`src/rtl/ps2_host_tx.sv`:
```
// ps2_host_tx: PS/2 host-to-device command transmitter (clk40 domain).
//
// Sends one command byte to the device over the open-drain ps2_clk/ps2_data pair.
// The lines are only ever pulled low through the *_oe enables; the top level builds
// the tristates (pin = oe ? 0 : Z).
//
// Frame sequence: inhibit (clock held low), request-to-send (data low, clock
// released), then the device clocks out 8 data bits, odd parity and stop on its
// falling clock edges. On fall 11 the device's acknowledge is sampled, and the
// block waits for the bus to go idle before reporting.
//
// Ports:
//   clk          system clock (clk40)
//   reset        synchronous, active-high reset
//   ps2_clk_in   raw ps2_clk pin level (asynchronous)
//   ps2_data_in  raw ps2_data pin level (asynchronous)
//   ps2_clk_oe   1 = pull ps2_clk low
//   ps2_data_oe  1 = pull ps2_data low
//   tx_data      command byte
//   tx_valid     request to send tx_data
//   tx_ready     high only when idle; transfer accepted on tx_valid & tx_ready
//   busy         high whenever a transfer is in progress
//   done         one-cycle pulse at the end of every accepted transfer
//   err          qualified by done: missing ACK or timeout
`timescale 1ns / 1ps
`default_nettype none

module ps2_host_tx #(
  parameter int unsigned INHIBIT_CYCLES = 4000,
  parameter int unsigned RTS_CYCLES     = 40,
  parameter int unsigned TIMEOUT_CYCLES = 600000
) (
  input  logic       clk,
  input  logic       reset,
  input  logic       ps2_clk_in,
  input  logic       ps2_data_in,
  output logic       ps2_clk_oe,
  output logic       ps2_data_oe,
  input  logic [7:0] tx_data,
  input  logic       tx_valid,
  output logic       tx_ready,
  output logic       busy,
  output logic       done,
  output logic       err
);

  localparam int unsigned IrMax     = (INHIBIT_CYCLES > RTS_CYCLES) ? INHIBIT_CYCLES : RTS_CYCLES;
  localparam int unsigned MaxCycles = (TIMEOUT_CYCLES > IrMax) ? TIMEOUT_CYCLES : IrMax;
  localparam int unsigned CntW      = $clog2(MaxCycles + 1);

  localparam logic [CntW-1:0] InhibitLast = CntW'(INHIBIT_CYCLES - 1);
  localparam logic [CntW-1:0] RtsLast     = CntW'(RTS_CYCLES - 1);
  localparam logic [CntW-1:0] TimeoutLast = CntW'(TIMEOUT_CYCLES - 1);
  localparam logic [CntW-1:0] CntOne      = CntW'(1);

  typedef enum logic [2:0] {
    StIdle,
    StInhibit,
    StRts,
    StStart,
    StShift,
    StAck,
    StWaitIdle,
    StDone
  } state_e;

  state_e          state_q;
  logic [CntW-1:0] cnt_q;
  logic [3:0]      bitcnt_q;
  logic [9:0]      shift_q;
  logic            ack_err_q;
  logic            timeout_q;

  logic [1:0]      clk_sync_q;
  logic [1:0]      data_sync_q;
  logic            clk_prev_q;

  logic            fe;
  logic            bus_idle;
  logic            to_running;
  logic            to_fire;

  // Two-flop synchronisers plus one extra flop on clock for falling-edge detect.
  // Reset to the idle (released) level so no spurious edge follows reset.
  always_ff @(posedge clk) begin
    if (reset) begin
      clk_sync_q  <= 2'b11;
      data_sync_q <= 2'b11;
      clk_prev_q  <= 1'b1;
    end else begin
      clk_sync_q  <= {clk_sync_q[0], ps2_clk_in};
      data_sync_q <= {data_sync_q[0], ps2_data_in};
      clk_prev_q  <= clk_sync_q[1];
    end
  end

  assign fe       = clk_prev_q & ~clk_sync_q[1];
  assign bus_idle = clk_sync_q[1] & data_sync_q[1];

  // The gap timer runs only while the device owns the clock. A falling edge in
  // the terminal cycle wins, and so does reaching bus idle in StWaitIdle.
  assign to_running = (state_q == StStart) || (state_q == StShift) ||
                      (state_q == StAck)   || (state_q == StWaitIdle);
  assign to_fire    = to_running && (cnt_q == TimeoutLast) && !fe &&
                      !((state_q == StWaitIdle) && bus_idle);

  always_ff @(posedge clk) begin
    if (reset) begin
      state_q     <= StIdle;
      cnt_q       <= '0;
      bitcnt_q    <= '0;
      shift_q     <= '1;
      ack_err_q   <= 1'b0;
      timeout_q   <= 1'b0;
      ps2_clk_oe  <= 1'b0;
      ps2_data_oe <= 1'b0;
      tx_ready    <= 1'b1;
      busy        <= 1'b0;
      done        <= 1'b0;
      err         <= 1'b0;
    end else begin
      done <= 1'b0;
      err  <= 1'b0;
      if (to_fire) begin
        // Device stopped clocking or never released the bus: give up.
        state_q     <= StDone;
        timeout_q   <= 1'b1;
        ps2_clk_oe  <= 1'b0;
        ps2_data_oe <= 1'b0;
        done        <= 1'b1;
        err         <= 1'b1;
      end else begin
        unique case (state_q)
          StIdle: begin
            if (tx_valid) begin
              // Frame as shifted out: bit0..7, odd parity, stop.
              shift_q    <= {1'b1, ~^tx_data, tx_data};
              ack_err_q  <= 1'b0;
              timeout_q  <= 1'b0;
              cnt_q      <= '0;
              ps2_clk_oe <= 1'b1;
              tx_ready   <= 1'b0;
              busy       <= 1'b1;
              state_q    <= StInhibit;
            end
          end
          StInhibit: begin
            if (cnt_q == InhibitLast) begin
              cnt_q       <= '0;
              ps2_data_oe <= 1'b1;  // start bit
              state_q     <= StRts;
            end else begin
              cnt_q <= cnt_q + CntOne;
            end
          end
          StRts: begin
            if (cnt_q == RtsLast) begin
              cnt_q      <= '0;
              ps2_clk_oe <= 1'b0;  // hand the clock to the device
              state_q    <= StStart;
            end else begin
              cnt_q <= cnt_q + CntOne;
            end
          end
          StStart: begin
            if (fe) begin
              ps2_data_oe <= ~shift_q[0];
              bitcnt_q    <= 4'd1;
              cnt_q       <= '0;
              state_q     <= StShift;
            end else begin
              cnt_q <= cnt_q + CntOne;
            end
          end
          StShift: begin
            if (fe) begin
              ps2_data_oe <= ~shift_q[bitcnt_q];
              bitcnt_q    <= bitcnt_q + 4'd1;
              cnt_q       <= '0;
              // bitcnt 9 is the stop bit, driven on fall 10.
              if (bitcnt_q == 4'd9) begin
                state_q <= StAck;
              end
            end else begin
              cnt_q <= cnt_q + CntOne;
            end
          end
          StAck: begin
            if (fe) begin
              ack_err_q <= data_sync_q[1];
              cnt_q     <= '0;
              state_q   <= StWaitIdle;
            end else begin
              cnt_q <= cnt_q + CntOne;
            end
          end
          StWaitIdle: begin
            if (bus_idle) begin
              done    <= 1'b1;
              err     <= ack_err_q | timeout_q;
              state_q <= StDone;
            end else if (fe) begin
              cnt_q <= '0;
            end else begin
              cnt_q <= cnt_q + CntOne;
            end
          end
          StDone: begin
            tx_ready <= 1'b1;
            busy     <= 1'b0;
            state_q  <= StIdle;
          end
          default: begin
            state_q <= StIdle;
          end
        endcase
      end
    end
  end

endmodule

`default_nettype wire
```
`config.mk`:
```
export PLATFORM = sky130hd
export DESIGN_NAME = ps2_host_tx
export DESIGN_NICKNAME = d
export VERILOG_FILES = /design/src/rtl/ps2_host_tx.sv
export SDC_FILE = /design/constraint.sdc
export NUM_CORES = 1
export LEC_CHECK = 0
export CAP_MARGIN = 20
export CORE_MARGIN = 1
export CORE_UTILIZATION = 55
export CTS_BUF_LIST = sky130_fd_sc_hd__clkbuf_8 sky130_fd_sc_hd__clkbuf_16
export DETAILED_ROUTE_END_ITERATION = 7
export DONT_BUFFER_PORTS = 1
export PLACE_DENSITY_LB_ADDON = 0.1
export SYNTH_ARGS = -nofsm -noshare
export SYNTH_HDL_FRONTEND = slang
export SYNTH_SLANG_ARGS = --single-unit
```
`constraint.sdc`:
```
create_clock -name clk -period 2.7 [get_ports clk]
set_input_delay 0.54 -clock clk [delete_from_list [all_inputs] [get_ports clk]]
set_output_delay 0.54 -clock clk [all_outputs]
set_load 0.02 [all_outputs]
```
=== Word level (Yosys, flattened, before mapping) ===
Cells that the tools add are included.

* $mul: 0
* Shifts and indexed selects: 0
* Add/subtract/negate cells: 2
* Equality and inequality tests: 26
* Reductions and logical operators: 30
* $lt $le $gt $ge: 1
* Bitwise gates (word level): 7
* Divide/modulo/power cells: 0
* Mux-type cells: 41

{| class="wikitable"
|+ Operator list
! kind !! number
|-
| $mux W20 || 5
|-
| $pmux W20 S5 || 1
|-
| $mux W3 || 9
|-
| $pmux W3 S8 || 1
|-
| $ne A3 B3 Y1 const B || 7
|-
| $add A20 B1 Y20 const B || 1
|-
| $eq A20 B12 Y1 const B || 1
|-
| $eq A20 B20 Y1 const B || 1
|-
| $eq A20 B6 Y1 const B || 1
|-
| $mux W1 || 16
|-
| $reduce_and A4 Y1 || 4
|-
| $ne A2 B2 Y1 const B || 7
|-
| $eq A3 B3 Y1 const B || 4
|-
| $reduce_bool A2 Y1 || 6
|-
| $reduce_and A3 Y1 || 3
|-
| $mux W4 || 2
|-
| $pmux W1 S2 || 4
|-
| $pmux W4 S2 || 1
|-
| $reduce_and A8 Y1 || 1
|-
| $reduce_xnor A8 Y1 || 1
|-
| $eq A3 B2 Y1 const B || 2
|-
| $lt A4 B5 Y1 const B || 1
|-
| $reduce_bool A5 Y1 || 1
|-
| $add A4 B1 Y4 const B || 1
|-
| 16 further kinds || 26
|}

* Register bits: 49
* Memory bits (writable): 0
* Bits in read-only memories: 0
* Output and inout bits: 6
* Memories: 0
* Latch bits: 0
* Input bits: 13

=== Depth between registers and ports, before layout ===
Gate-level depths: netlist of the first run.

* Word-level depth: 9
* Depth in mapped cells: 8
* Gate-level depth less buffers: 7

=== Worst setup path before layout of the first run ===
Ideal clock, no wire load.

* Kind: flip-flop to flip-flop
* Start: register cnt_q[0]
* End: register cnt_q[8]
* Clock period less this slack: 2.125 ns
* Buffers on the path: 1
* Stages on the path, launching flop included: 9
* Library setup time: 0.121 ns
* Slack: 0.575 ns
* Arrival: 2.005 ns
* Data required time: 2.579 ns
* Cell sequence: dfxtp_1 -> ha_1 -> nand3_1 -> or4b_4 -> o31ai_4 -> a41o_1 -> buf_6 -> nor2_1 -> mux2_2

* Word-level cells in the longest chain between the ends: 6

{| class="wikitable"
|+ RTL lines
! item !! line !! RTL
|-
| start, declared || 68 || <nowiki>logic [CntW-1:0] cnt_q;</nowiki>
|-
| start signal, assigned || 153 || <nowiki>cnt_q <= cnt_q + CntOne;</nowiki>
|-
| start signal, assigned || 162 || <nowiki>cnt_q <= cnt_q + CntOne;</nowiki>
|-
| start signal, assigned || 172 || <nowiki>cnt_q <= cnt_q + CntOne;</nowiki>
|-
| branches (longest 6 deep; another with $add A20 B1 Y20) || -- ||
|}

Several ways; the timed one is not identified. The select of a mux whose other input is x is not followed.
A chain may end at the register's enable or synchronous reset.

=== Final worst setup path of the first run ===
* Start: register cnt_q[0]
* End: register cnt_q[3]

The elaborated chain is that of the path after synthesis.

==> flow_metrics.tcl, run 1 <==
set metrics [dict create \
    grt_usage_pct 22.58 \
    clockBufferDepth 2 \
    dpl_cell_area_sq_um 2708 \
    die_area_sq_um 5046 \
    ir_drop_mv 0.3641 \
    worst_pin_slew_ps 556.1 \
    drive_above_1_share_pct 15.00 \
    wl_met2_microns 2241 \
    power.density_nw_per_um2 534.4 \
    cp.arrival_ps 2650 \
    drcViolationCount 2 \
    numPortBuffers 0 \
    regToRegStartpoint "cnt_q[0]" \
    cp-end-kind "flop" \
    grt_pass1_vias 1983 \
    ios 19 \
    firstDrtPassIters 6 \
    hpwl_microns 3727 \
    die_h_microns 71.04 \
    cts_setup_buffers 0 \
    grt_first_pass_wirelength_microns 9087 \
    critPathRequiredTime_ps 2900 \
    fmax_ghz 0.4090 \
    cts-root-buf "clkbuf_8" \
    syn2layout_area_growth_pct 6.969 \
    avgRoutedWirePerCell_microns 14.36 \
    clk_latency_ps 300 \
    placedCellCount 365 \
    syn_inst 316 \
    slew_headroom_pct 62.80 \
    yosysSeqAreaShare_pct 37.42 \
    via_per_inst 5.815 \
    holdCritStartpoint "reset" \
    place_worst_setup_slack_ps 207.3 \
    num_rows 24 \
    cts_hold_buf 0 \
    grt_max_degree 36 \
    synth_area_sq_um 2621 \
    synth_edf_count 0 \
    cts.clk_slew.worst_paths_ps 90 \
    avgSynthCellArea_sq_um 8.295 \
    dr_wl_met3_microns 341 \
    clock_skew_ps 11.18 \
    hold_viol_final 0 \
    whs_endpoint "ack_err_q" \
    overflow 0 \
    finalSetupViolations 0 \
    violations "design-rule violations" \
    design_area_sq_um 2804 \
    synthFlopType "dfxtp_1" \
    drtIter0Drc 156 \
    die_x_microns 71.04 \
    hold_path.class "input port to flop" \
    reg2reg_setup_slack_ps 250 \
    hold_path_depth 1 \
    finalCritPeriodShare_pct 90.56 \
    globalplace.congestion 0.8355 \
    finalNetCount 336 \
    yosys_warnings 0 \
    routed.top_layer "met4" \
    initial_core_util_pct 58.59 \
    worstPathMaxFanout 11 \
    totalWireLength_microns 5343 \
    rr_worst_depth 7 \
    cts_htree_levels 2 \
    synthesis.nets 332 \
    r2r-end "cnt_q[3]" \
    core_area_sq_um 4474 \
    setup_tns_ps 0 \
    instances_no_fill 372 \
    cts_tree "done" \
    antenna_found_initial 0 \
    yosysUniqueCellTypes 56 \
    cts_buffers 5 \
    max_cap_viol_count 0 \
    critical_path_class "flop to flop" \
    period_needed_ps 2445 \
    synthArstFlopShare_pct 0 \
    drt-met1-wl_microns 2677 \
    numClockSinks 49 \
    startpoint_type "flop" \
    diodes 0 \
    leakagePower_nw 1.057 \
    worst_slack_ps 254.9 \
    ant_nets 0 \
    rsz0062_at_grt "no" \
    synth-seq-cells 49 \
    ctsResizeCount 0 \
    via_count 2163 \
    fin_util_pct 62.67 \
    final_max_slew_viol_count 0 \
    status "finished with violations" \
]
[through the flow]
step                      hold WS (ps)  total power, mW
final                            303.9            1.498
after global placement           392.7            1.084
after global routing             281.6            1.574
after floorplan                  389.5            1.038
after detailed placement         393.3            1.087
after CTS                        288.9            1.509
[synth_stat cells, types with 3 or more instances]
cell	instances	share of area, %
dfxtp_1	49	37
nand2_1	43	6.2
nor2_1	27	3.9
xnor2_1	18	6.0
a21oi_1	16	3.1
nand3_1	15	2.9
nor3_1	12	2.3
clkbuf_1	10	1.4
nor2_2	10	2.4
nor4_1	10	2.4
nand3b_1	9	2.6
o21ai_0	8	1.5
nand2b_1	7	1.7
xor2_1	7	2.3
inv_1	6	0.86
nand4_1	6	1.4
or2_2	5	1.2
or3_1	5	1.2
buf_2	3	0.57
ha_1	3	1.4
nor3b_1	3	0.86
[worst max-delay path, stage by stage, from the launching register on]
cell and delay, ps:
dfxtp_1 390, ha_1 230, nand3_1 130, or4b_4 520
o31ai_4 270, a41o_1 440, buf_4 290, nor2_1 70
[where the power goes]
part           internal, mW  total [mW]  switching [mW]
Combinational         0.116       0.270           0.154
Sequential            0.763       0.805          0.0416
Clock                 0.179       0.424           0.245
[kinds of logic after synthesis]
kind of cell               after synthesis  share of synthesized area [%]
AOI/OAI and AO/OA                       45                          12.51
xor gates and xnor gates                25                          8.353
adders and majority gates                3                          1.432
buffers and inverters                   23                          4.057
DFF                                     49                          37.42
muxes                                    4                          2.577
and+or+nand+nor                        167                          33.65
[sequential cells by signal (all words and copies together) (netlist names)]
name,flops
ps2_clk_oe,1
busy,1
cnt_q,20
shift_q,9
state_q,3
err,1
bitcnt_q,4
ps2_data_oe,1
done,1
timeout_q,1
tx_ready,1
ack_err_q,1
data_sync_q,2
clk_sync_q,2
clk_prev_q,1
[per-layer routing]
layer	global-route usage (%)	vias to the layer above
met5	0	-
met4	7.778	0
met3	4.701	8
met2	33.12	68
met1	32.86	974
li1	-	1113
[how the worst max path moves through the flow]
stage	start	endpoint	slack, ps	depth (start not counted)
final	cnt_q[0]	cnt_q[3]	250	7
after global routing	cnt_q[0]	cnt_q[8]	140	7
after CTS	cnt_q[0]	cnt_q[8]	160	7
after detailed placement	cnt_q[0]	cnt_q[8]	210	7
after global placement	cnt_q[0]	cnt_q[8]	270	7
after floorplan	cnt_q[0]	cnt_q[8]	570	8
[cell type report]
type	count	area, sq um
clock buffers	5	68.82
clock inverters	2	16.27
fillers	380	1670
inverters	6	22.52
multi-input cells	244	1545
flip-flops and latches	49	980.9
well taps	52	65.06
repair buffers	14	105.1
[cell usage in the layout (no fill, tap or decap), types with 7 or more instances in the layout]
master    count
dfxtp_1      49
nand2_1      43
nor2_1       27
xnor2_1      18
a21oi_1      16
nand3_1      15
buf_4        14
nor3_1       12
nor4_1       10
nor2_2       10
nand3b_1      9
o21ai_0       8
nand2b_1      7
xor2_1        7
Power figures use the tool's default switching activity.
==> run 2, diff against run 1 <==
Settings changed: CTS_BUF_LIST sky130_fd_sc_hd__clkbuf_8 sky130_fd_sc_hd__clkbuf_16 to sky130_fd_sc_hd__clkbuf_2 sky130_fd_sc_hd__clkbuf_4 sky130_fd_sc_hd__clkbuf_8.
Clock period 2.7 ns to 2 ns, I/O delays scaled along.
==> run 2 against run 1 <==
  * The flow finishes with violations (design-rule violations, negative setup slack)
  * Clock power grew 41%
  * Cell area grew 9.8%
  * Largest cell class unchanged
  * Total power grew 43%
  * Highest routed layer unchanged
==> flow_metrics.tcl, run 2 (same netlist as run 1, synthesis figures left out) <==
set metrics [dict create \
    critPathMaxStageDelay_ps 500 \
    cp.arrival_ps 2230 \
    reg2reg_setup_slack_ps -20 \
    worst_slack_ps -18.37 \
    critPathRequiredTime_ps 2210 \
    ir_drop_mv 0.4937 \
    largest_reg_flops 20 \
    clockBufferDepth 2 \
    die_x_microns 71.04 \
    leakagePower_nw 1.169 \
    placedCellCount 382 \
    power.density_nw_per_um2 694.2 \
    grt_pass1_vias 2040 \
    violations "design-rule violations, negative setup slack" \
    cp-end-kind "flop" \
    core_area_sq_um 4474 \
    drive_above_1_share_pct 24.78 \
    diodes 0 \
    die_area_sq_um 5046 \
    startpoint_type "flop" \
    rsz0062_at_grt "yes" \
    initial_core_util_pct 58.59 \
    cts.clk_slew.worst_paths_ps 100 \
    period_needed_ps 2018 \
    worst_pin_slew_ps 451.6 \
    final_max_slew_viol_count 0 \
    numPortBuffers 0 \
    hold_path.class "input port to flop" \
    drcViolationCount 1 \
    max_cap_viol_count 0 \
    finalCritPeriodShare_pct 100.9 \
    globalplace.congestion 0.8349 \
    cts-root-buf "clkbuf_8" \
    die_h_microns 71.04 \
    fin_util_pct 68.79 \
    avgRoutedWirePerCell_microns 15.19 \
    worstPathMaxFanout 4 \
    cts_htree_levels 2 \
    cts_buffers 5 \
    design_area_sq_um 3078 \
    cts_hold_buf 0 \
    whs_ps 158.6 \
    critical_path_class "flop to flop" \
    top_register "cnt_q" \
    slew_headroom_pct 69.89 \
    clk_latency_ps 310 \
    place_worst_setup_slack_ps -61.76 \
    ant_nets 0 \
    firstDrtPassIters 8 \
    grt_first_pass_wirelength_microns 9708 \
    syn2layout_area_growth_pct 17.42 \
    numClockSinks 49 \
    finalNetCount 358 \
    status "finished with violations" \
    via_count 2319 \
    path_cells "ha_4 -> nand3_2 -> or4b_4 -> o31ai_4 -> a41o_1 -> nor2_1 -> mux2_2" \
    totalWireLength_microns 6000 \
    clock_skew_ps 7.081 \
    cpMaxStageDelayCell "or4b_4" \
    setup_tns_ps -18.37 \
    hpwl_microns 4118 \
    antenna_found_initial 0 \
    final_common_cell "dfxtp_1" \
    cts_tree "done" \
    finalSetupViolations 1 \
    final_cell_mix "45 x dfxtp_1, 43 x nand2_1, 33 x buf_4, 26 x nor2_1, 18 x xnor2_1" \
    drtIter0Drc 129 \
    crit_family "simple AND/OR/NAND/NOR gates" \
    num_rows 24 \
    critPathBufInv 0 \
    grt_max_degree 36 \
    overflow 0 \
    via_per_inst 5.871 \
    dpl_cell_area_sq_um 2863 \
    instances_no_fill 395 \
    fmax_ghz 0.4954 \
    total_power_mw 2.137 \
    grt_usage_pct 24.58 \
    reg.largest.list "cnt_q x20, shift_q x9, bitcnt_q x4" \
    hold_viol_final 0 \
    ios 19 \
]
[run 2: changes by cell type in the layout (fill, tap and decap cells not counted), moves of 2 or more]
cell / previous run / this run
buf_4: 14 / 33
nand3_1: 15 / 13
o21ai_0: 8 / 5
buf_6: 0 / 2
dfxtp_1: 49 / 45
nor4_1: 10 / 8
dfxtp_2: 0 / 4
o21ai_1: 0 / 2
[run 2: path summary, 6_finish.rpt]
kind | from | to | cells after the start
worst min-delay path | reset | bitcnt_q[0] | 1
worst min register to register | data_sync_q[0] | data_sync_q[1] | 1
worst max register to register | cnt_q[0] | cnt_q[8] | 7
worst max-delay path | cnt_q[0] | cnt_q[8] | 7
[run 2: layout make-up]
cell class | count | area, sq um
Multi-Input combinational cell | 244 | 1624
Tap cell | 52 | 65.06
Clock buffer | 5 | 68.82
Clock inverter | 3 | 21.27
Timing Repair Buffer | 36 | 290.3
Inverter | 6 | 22.52
Fill cell | 360 | 1396
Sequential cell | 49 | 985.9
[run 2: power by group]
part	leakage [nW]	total (mW)	internal [mW]	switching (mW)
clock	0.0445	0.598	0.249	0.349
sequential	0.401	1.09	1.03	0.0580
combinational	0.723	0.449	0.213	0.236
total	1.17	2.14	1.49	0.643
[run 2: layer usage]
metal / track usage, % / routed length [microns] / share of wire (%)
met1: 35.61 / 2862 / 48
met2: 36.22 / 2710 / 45
met3: 4.701 / 305 / 5.1
met4: 9.111 / 121 / 2.0
met5: 0 / 0 / 0
[run 2: repair_timing]
item,CTS,global route
gates cloned,0,0
resized for setup,5,16
pin swaps,3,9
buffers inserted,2,4
endpoints found under the setup margin,16,23
[run 2: worst reg2reg max path, stage by stage (launching register included)]
cell,delay [ps]
dfxtp_2,360
ha_4,150
nand3_2,90
or4b_4,500
o31ai_4,230
a41o_1,270
nor2_1,60
mux2_2,250
==> run 3, diff against run 2 <==
==> constraint.sdc (replaced) <==
create_clock -name clk -period 2 [get_ports clk]
set_input_delay 0.3 -clock clk [delete_from_list [all_inputs] [get_ports clk]]
set_output_delay 0.3 -clock clk [all_outputs]
set_load 0.02 [all_outputs]
==> results of run 3 <==
Same layout as run 2 (identical final DEF). Status: finished with violations: design-rule violations, negative setup slack.
Main changes from that run: hold slack 158.6 ps -> 58.55 ps
